===== config.mk =====
export PLATFORM = sky130hd
export DESIGN_NAME = branch_predictor
export DESIGN_NICKNAME = d
export VERILOG_FILES = /design/src/rtl/branch_predictor_pkg.sv /design/src/rtl/branch_predictor_sat_counter2.sv /design/src/rtl/branch_predictor.sv
export SDC_FILE = /design/constraint.sdc
export NUM_CORES = 2
export LEC_CHECK = 0
export ABC_CLOCK_PERIOD_IN_PS = 5200
export BUFFER_PORTS_ARGS = -buffer_cell sky130_fd_sc_hd__buf_4
export CORE_ASPECT_RATIO = 1.4
export CORE_MARGIN = 8
export CORE_UTILIZATION = 30
export DETAILED_ROUTE_END_ITERATION = 16
export PLACE_DENSITY_LB_ADDON = 0.15
export SYNTH_ARGS = -nofsm -noshare
export SYNTH_HDL_FRONTEND = slang
export SYNTH_HIERARCHICAL = 1
export SYNTH_SLANG_ARGS = --single-unit

===== constraint.sdc =====
create_clock -name clk -period 5.2 [get_ports clk]
set_clock_uncertainty 0.15 [all_clocks]
set_input_delay 1.04 -clock clk [delete_from_list [all_inputs] [get_ports clk]]
set_output_delay 1.04 -clock clk [all_outputs]
set_load 0.05 [all_outputs]

===== src/rtl/branch_predictor_pkg.sv =====
// Shared encodings and constants for the fetch-side branch predictor.
package branch_predictor_pkg;

  typedef enum logic [1:0] {
    SNT = 2'b00,
    WNT = 2'b01,
    WT  = 2'b10,
    ST  = 2'b11
  } ctr_t;

  localparam ctr_t        CTR_INIT  = WNT;
  localparam ctr_t        CTR_ALLOC = WT;
  localparam logic [31:0] PC_STEP   = 32'd4;

endpackage


===== src/rtl/branch_predictor_sat_counter2.sv =====
// 2-bit saturating counter next-state function (combinational only).
module sat_counter2
  import branch_predictor_pkg::*;
(
  input  ctr_t ctr_in,
  input  logic taken,
  output ctr_t ctr_out
);

  always_comb begin
    ctr_out = ctr_in;
    if (taken) begin
      case (ctr_in)
        SNT:     ctr_out = WNT;
        WNT:     ctr_out = WT;
        default: ctr_out = ST;
      endcase
    end else begin
      case (ctr_in)
        ST:      ctr_out = WT;
        WT:      ctr_out = WNT;
        default: ctr_out = SNT;
      endcase
    end
  end

endmodule


===== src/rtl/branch_predictor.sv =====
// Direct-mapped BTB with 2-bit counters; zero-latency lookup, trained from execute.
// Optional BP_STATS_EN adds branch / mispredict event counters.
module branch_predictor
  import branch_predictor_pkg::*;
#(
  parameter int unsigned IDX_BITS = 4
) (
  input  logic        clk,
  input  logic        rstn,
  input  logic [31:0] if_pc,
  output logic        pred_taken,
  output logic [31:0] pred_target,
  input  logic        upd_valid,
  input  logic [31:0] upd_pc,
  input  logic        upd_taken,
  input  logic [31:0] upd_target,
  input  logic        upd_pred_taken,
  output logic        mispredict
`ifdef BP_STATS_EN
  ,
  output logic [31:0] stat_branches,
  output logic [31:0] stat_mispredicts
`endif
);

  localparam int unsigned TAG_BITS = 30 - IDX_BITS;
  localparam int unsigned ENTRIES  = 1 << IDX_BITS;

  logic [ENTRIES-1:0]  valid_q;
  logic [TAG_BITS-1:0] tag_q    [ENTRIES];
  logic [31:0]         target_q [ENTRIES];
  ctr_t                ctr_q    [ENTRIES];

  logic [IDX_BITS-1:0] if_idx, upd_idx;
  logic [TAG_BITS-1:0] if_tag, upd_tag;
  logic                if_hit, upd_hit, mis_now;
  ctr_t                ctr_next;
  logic                unused_pc_lsbs;

  assign if_idx  = if_pc[IDX_BITS+1:2];
  assign if_tag  = if_pc[31:IDX_BITS+2];
  assign upd_idx = upd_pc[IDX_BITS+1:2];
  assign upd_tag = upd_pc[31:IDX_BITS+2];
  assign unused_pc_lsbs = ^{if_pc[1:0], upd_pc[1:0]};

  // Lookup reads only registered state, so a same-cycle update is seen next cycle.
  assign if_hit      = valid_q[if_idx] && (tag_q[if_idx] == if_tag);
  assign pred_taken  = if_hit && ctr_q[if_idx][1];
  assign pred_target = pred_taken ? target_q[if_idx] : (if_pc + PC_STEP);

  assign upd_hit = valid_q[upd_idx] && (tag_q[upd_idx] == upd_tag);
  assign mis_now = upd_valid && (upd_taken != upd_pred_taken);

  sat_counter2 u_sat_counter2 (
    .ctr_in  (ctr_q[upd_idx]),
    .taken   (upd_taken),
    .ctr_out (ctr_next)
  );

  always_ff @(posedge clk or negedge rstn) begin
    if (!rstn) begin
      valid_q    <= '0;
      tag_q      <= '{default: '0};
      target_q   <= '{default: '0};
      ctr_q      <= '{default: CTR_INIT};
      mispredict <= 1'b0;
    end else begin
      mispredict <= mis_now;
      if (upd_valid) begin
        if (upd_hit) begin
          ctr_q[upd_idx] <= ctr_next;
          if (upd_taken) target_q[upd_idx] <= upd_target;
        end else if (upd_taken) begin
          valid_q[upd_idx]  <= 1'b1;
          tag_q[upd_idx]    <= upd_tag;
          target_q[upd_idx] <= upd_target;
          ctr_q[upd_idx]    <= CTR_ALLOC;
        end
      end
    end
  end

`ifdef BP_STATS_EN
  always_ff @(posedge clk or negedge rstn) begin
    if (!rstn) begin
      stat_branches    <= '0;
      stat_mispredicts <= '0;
    end else begin
      if (upd_valid) stat_branches <= stat_branches + 32'd1;
      if (mis_now)   stat_mispredicts <= stat_mispredicts + 32'd1;
    end
  end
`endif

endmodule


; Word-level counts from Yosys, hierarchy flattened
; Cells that the tools add are included.
; W data, S select, Z words.
[classes]
n_addsub = 1
order_cmp = 6
eq_ne = 6
muxes = 36
bitwise = 7
reduce_logical = 11
[ops]
columns = operator, count
row1 = $bwmux W512, 1
row2 = $bwmux W416, 1
row3 = $bmux W26 S4, 2
row4 = $mux W32, 6
row5 = $mux W26, 5
row6 = $bmux W32 S4, 1
row7 = $demux W32 S4, 1
row8 = $demux W26 S4, 1
row9 = $eq A26 B26 Y1, 2
row10 = $add A32 B3 Y32 const B, 1
row11 = $bwmux W32, 1
row12 = $or A16 B16 Y16, 2
row13 = $and A16 B16 Y16, 1
row14 = $bmux W2 S4, 2
row15 = $not A16 Y16, 1
row16 = $mux W2, 6
row17 = $ge A5 B5 Y1 const B, 2
row18 = $lt A4 B5 Y1 const B, 2
row19 = $not A4 Y5, 2
row20 = $bmux W1 S4, 2
row21 = $demux W2 S4, 1
row22 = $pmux W2 S2, 2
row23 = $logic_and A1 B1 Y1, 6
row24 = $lt A5 B1 Y1 const B, 1
row25 = other kinds (11), 15
[word_totals]
reg_bits = 977
in_bits = 101
out_inout_bits = 34
word_cells = 117

; Logic depth before layout (Yosys ltp)
[depth]
depth_word = 9
ltp_mapped = 16
mapped_depth_nobuf = 10

; By module
; Netlist, hierarchy kept.
[by_module_without_submodules]
columns = module, instances, cells_each, area_each_um2, seq_area_each_um2
row1 = branch_predictor, 1, 3242, 49210.9, 24468.5
row2 = sat_counter2, 1, 3, 26.3, 0.0

; Worst setup path after synthesis
; OpenSTA, ideal clock, no wires.
[synth_path]
path_type = input-to-output
start = input port if_pc[2]
end = output port pred_target[23]
t_arrival_ns = 4.923
required_time_ns = 4.010
setup_slack_ns = -0.913
cell_stages = 12
n_path_buf = 3
cell_sequence = clkbuf_1 buf_1 mux4_2 mux4_2 xnor2_1 nand4_1 nor4_1 nand3_1 inv_1 clkbuf_1 nand2_1 o21ai_0
[synth_between]
elab_chain_len = 8
elab_cells_between_ends = 17
classes_between = 1 x add/sub / 1 x eq/ne / 12 x mux / 1 x bitwise / 2 x reduce/logical
[synth_rtl]
columns = element, line_no
row1 = start: declaration, branch_predictor.sv:10  ; input logic [31:0] if_pc,
row2 = $not A4 Y5 (implied by the code), "branch_predictor.sv:47, branch_predictor.sv:48"
row3 = $bmux W26 S4, branch_predictor.sv:47  ; assign if_hit = valid_q[if_idx] && (tag_q[if_idx] == if_tag);
row4 = $mux W26 (implied by the code) (2 in series), branch_predictor.sv:47
row5 = $eq A26 B26 Y1, branch_predictor.sv:47
row6 = $logic_and A1 B1 Y1, branch_predictor.sv:47
row7 = $logic_and A1 B1 Y1 (*), branch_predictor.sv:48  ; assign pred_taken = if_hit && ctr_q[if_idx][1];
row8 = via pred_taken, branch_predictor.sv:11  ; output logic pred_taken,
row9 = $mux W32 (*), branch_predictor.sv:49  ; assign pred_target = pred_taken ? target_q[if_idx] : (if_pc + PC_STEP);
row10 = end: declaration, branch_predictor.sv:12  ; output logic [31:0] pred_target,
; Mark *: on every way through the listed nets, which the timed path passes. The rest lies on a longest branch. The select of a mux whose other input is x is not followed.

; Worst setup path after layout
[layout_path]
start = input port if_pc[2]
end = output port pred_target[20]
[layout_between]
elab_chain_len = 8
elab_cells_between_ends = 17
classes_between = 1 x add/sub / 1 x eq/ne / 12 x mux / 1 x bitwise / 2 x reduce/logical
[layout_rtl]
columns = element, line_no
row1 = $not A4 Y5 (implied by the code), "branch_predictor.sv:47, branch_predictor.sv:48, branch_predictor.sv:49"
row2 = $bmux W26 S4, branch_predictor.sv:47
row3 = $mux W26 (implied by the code) (2 in series), branch_predictor.sv:47
row4 = $eq A26 B26 Y1, branch_predictor.sv:47
row5 = $logic_and A1 B1 Y1, branch_predictor.sv:47
row6 = $logic_and A1 B1 Y1, branch_predictor.sv:48
row7 = $mux W32 (*), branch_predictor.sv:49
; Mark *: on every way between the ends. The rest lies on a longest branch, timed or not. The select of a mux whose other input is x is not followed.

==> results.py <==
metrics = {
    "finish": {
        "instances_no_fill": 5709,
        "syn_to_final_growth_pct": 20.4,
        "final_cell_mix": "dfrtp_1, mux2_2, mux4_2",
        "utilization_pct": 36.2,
        "final_common_cell": "dfrtp_1",
        "drive_above_1_share_pct": 57.4,
        "fin_nets": 3579,
        "stdcell_area_sq_um": 59300,
    },
    "clocking": {
        "ctsHoldBuffers": 0,
        "cts_buffer_depth": 3,
        "cts_tree": "done",
        "cts.sinks": 977,
        "cts_buffers": 107,
        "path_clk_slew_ps": 60,
        "htreeDepth": 3,
        "cts_root_buffer": "clkbuf_16",
        "insertion_delay_ps": 740,
    },
    "timing": {
        "setup_viol": 33,
        "hold_viol": 0,
        "fin_crit_ps": 5630,
        "drv_slew": 0,
        "holdWs_ps": 289,
        "period_share_pct": 108,
        "worst_pin_slew_ps": 1140,
        "fin_ws_ps": -428,
        "max_slew_margin_pct": 23.7,
        "rsz0062_at_grt": "true",
        "fmax_mhz": 178,
    },
    "global_route": {
        "first_global_vias": 32517,
        "antenna_found_initial": 16,
        "grt_start_max_net_pins": 110,
        "gr-total-overflow": 0,
        "grt_pass1_wl_mm": 243,
        "grt.total_usage_pct": 18.6,
    },
    "logic_synthesis": {
        "yosysSeqAreaShare_pct": 49.7,
        "synth_flop_cell": "dfrtp_1",
        "synth-async-reset-ratio_pct": 100,
        "synth_cell_type_count": 67,
        "avgSynthCellArea_sq_um": 15.2,
        "syn_inst": 3245,
        "yosysWarnings": 6,
        "ys_ff_latch": 977,
        "synth-edff-count": 0,
        "syn_area_sq_um": 49200,
        "syn_nets": 3347,
    },
    "critical_path": {
        "cp-start-kind": "input pin",
        "r2r_setup_slack_ps": 1510,
        "critPathKind": "input pin to output pin",
        "cp_max_fo": 6,
        "rr_worst_depth": 12,
        "cp-end-kind": "output pin",
        "cp.required_ps": 4010,
        "rr_startpoint": "tag_q[11]$_DFFE_PN0P_",
        "worstPathArrival_ps": 4440,
        "r2r_end": "tag_q[5]$_DFFE_PN0P_",
    },
    "die": {
        "fp.dieH_um": 495,
        "die_w_um": 358,
        "ios": 135,
        "initial_core_util_pct": 30.1,
        "core_area_sq_um": 164000,
        "dieArea_sq_um": 178000,
        "rows": 176,
    },
    "drt": {
        "vias": 30212,
        "via_per_inst": 5.29,
        "drtPass1Iterations": 5,
        "wl_per_cell_um": 28.9,
        "wl_mm": 165,
        "drc_errors": 0,
        "detail-route-antenna-nets": 0,
        "first_iter_violations": 1713,
    },
    "place": {
        "portBuffers": 132,
        "place_area_sq_um": 54700,
        "place_ws_ps": -1010,
        "dpl.cell_count": 5468,
        "gp_congestion": 0.815,
        "dp_hpwl_mm": 108,
    },
    "power": {
        "swShare_pct": 26.8,
        "power.switching_w": 0.00598,
        "intPower_w": 0.0163,
        "p_comb_share_pct": 19.7,
        "peakVddDrop_v": 0.000262,
        "power_frac_seq_pct": 44.6,
        "p_per_area_nw_per_um2": 377,
        "power_frac_clock_pct": 35.8,
        "p_leak_nw": 25.2,
    },
    "run": {
        "cap_violations": 0,
    },
    "outcome": {
        "violations": "negative setup slack",
        "status": "finished with violations",
    },
    "hold_path": {
        "hp-class": "input pin to asynchronous set/reset pin",
    },
}
worst max path at each step:
stage / from / endpoint / slack [ps] / cells past startpoint
2_1_floorplan: if_pc[4] / pred_target[31] / 20 / 10
3_3_place_gp: if_pc[2] / pred_target[12] / -1020 / 16
3_5_place_dp: if_pc[2] / pred_target[12] / -1010 / 16
4_1_cts: if_pc[2] / pred_target[18] / -510 / 19
5_1_grt: if_pc[2] / pred_target[20] / -510 / 18
6_report: if_pc[2] / pred_target[20] / -430 / 19
cell families after synthesis:
family                     Yosys count  share of synthesized area (%)
and+or+nand+nor                    289                           3.02
DFF                                977                           49.7
adders and majority gates            3                         0.0711
buffers and inverters              332                           3.10
AOI/OAI and AO/OA                  187                           2.64
muxes                             1384                           40.2
xor gates and xnor gates            73                           1.30
power groups by stage:
stage	combinational (W)	clock (W)	sequential, W
finish	0.00439	0.00799	0.00995
global route	0.00470	0.00853	0.0101
CTS	0.00443	0.00825	0.00994
detailed placement	0.00437	0	0.0101
global placement	0.00431	0	0.0100
floorplan	0.00311	0	0.00971
timing repair:
item | in CTS | in global routing
resized for setup | 78 | 33
buffers inserted | 16 | 18
setup endpoints to repair | 33 | 33
cloned | 5 | 2
pin swaps | 14 | 12
Yosys cell counts, types with 3 or more instances:
| library cell | instances | share of area [%] |
|---|---|---|
| buf_1 | 37 | 0.28 |
| mux2i_1 | 50 | 1.0 |
| a211oi_1 | 6 | 0.091 |
| or2_2 | 18 | 0.23 |
| inv_1 | 35 | 0.27 |
| nand2b_1 | 7 | 0.089 |
| o2bb2ai_1 | 13 | 0.23 |
| and2_1 | 4 | 0.051 |
| o211ai_1 | 4 | 0.061 |
| clkbuf_1 | 181 | 1.4 |
| buf_4 | 14 | 0.21 |
| nand4_1 | 20 | 0.25 |
| xnor2_1 | 47 | 0.84 |
| and3_1 | 24 | 0.30 |
| o32ai_1 | 3 | 0.053 |
| a222oi_1 | 3 | 0.061 |
| nor4_1 | 10 | 0.13 |
| o2111ai_1 | 7 | 0.12 |
| a31oi_1 | 6 | 0.076 |
| a22o_1 | 7 | 0.12 |
| buf_2 | 39 | 0.40 |
| nor2_2 | 6 | 0.076 |
| or3_1 | 4 | 0.051 |
| dfrtp_1 | 961 | 49 |
| nand3_1 | 29 | 0.29 |
| nor2_1 | 33 | 0.25 |
| nor3_1 | 19 | 0.19 |
| nand2_1 | 87 | 0.66 |
| mux2_2 | 956 | 22 |
| buf_6 | 24 | 0.55 |
| a22oi_1 | 11 | 0.17 |
| mux4_2 | 378 | 17 |
| xor2_1 | 26 | 0.46 |
| a21oi_1 | 17 | 0.17 |
| nor3_2 | 3 | 0.061 |
| dfstp_2 | 16 | 0.85 |
| a2bb2oi_1 | 15 | 0.27 |
| o22ai_1 | 16 | 0.20 |
| a221oi_1 | 6 | 0.11 |
| nor2b_1 | 16 | 0.20 |
| o21ai_0 | 54 | 0.55 |
routing by layer:
layer	GRT usage, %	vias up	share of wire, %
li1	-	12806	-
met1	24.4	16563	43
met2	31.7	614	50
met3	2.80	217	4.0
met4	5.36	12	2.6
met5	0	-	0.041
critical path: stages:
cell	delay (ps)
buf_16	90
buf_12	130
buf_6	130
buf_12	130
mux4_2	500
mux4_2	490
xnor2_1	150
buf_4	140
nand4_1	140
nor4_4	360
buf_4	190
nand3_4	120
clkinv_4	110
buf_12	140
buf_12	130
buf_16	120
nand2_4	40
o21ai_2	60
buf_6	170
flip-flops by register name, indices dropped and copies added (netlist names):
signal,count
target_q,512
tag_q,416
ctr_q,32
valid_q,16
mispredict,1
through the flow:
stage                     TNS, ps  power (W)
after floorplan                 0     0.0128
after CTS                  -14810     0.0226
final                      -12260     0.0223
after detailed placement   -31470     0.0144
after global routing       -14720     0.0234
after global placement     -31980     0.0144
final cells by class:
cell class | instances | area, sq um
Tap cell | 2136 | 2670
Multi-Input combinational cell | 1936 | 23800
Clock inverter | 39 | 529
Fill cell | 15547 | 104000
Clock buffer | 157 | 3120
Inverter | 37 | 144
Sequential cell | 977 | 24500
Antenna cell | 9 | 22.5
Timing Repair Buffer | 418 | 4550
No activity file was read; power rests on OpenSTA's default activity.
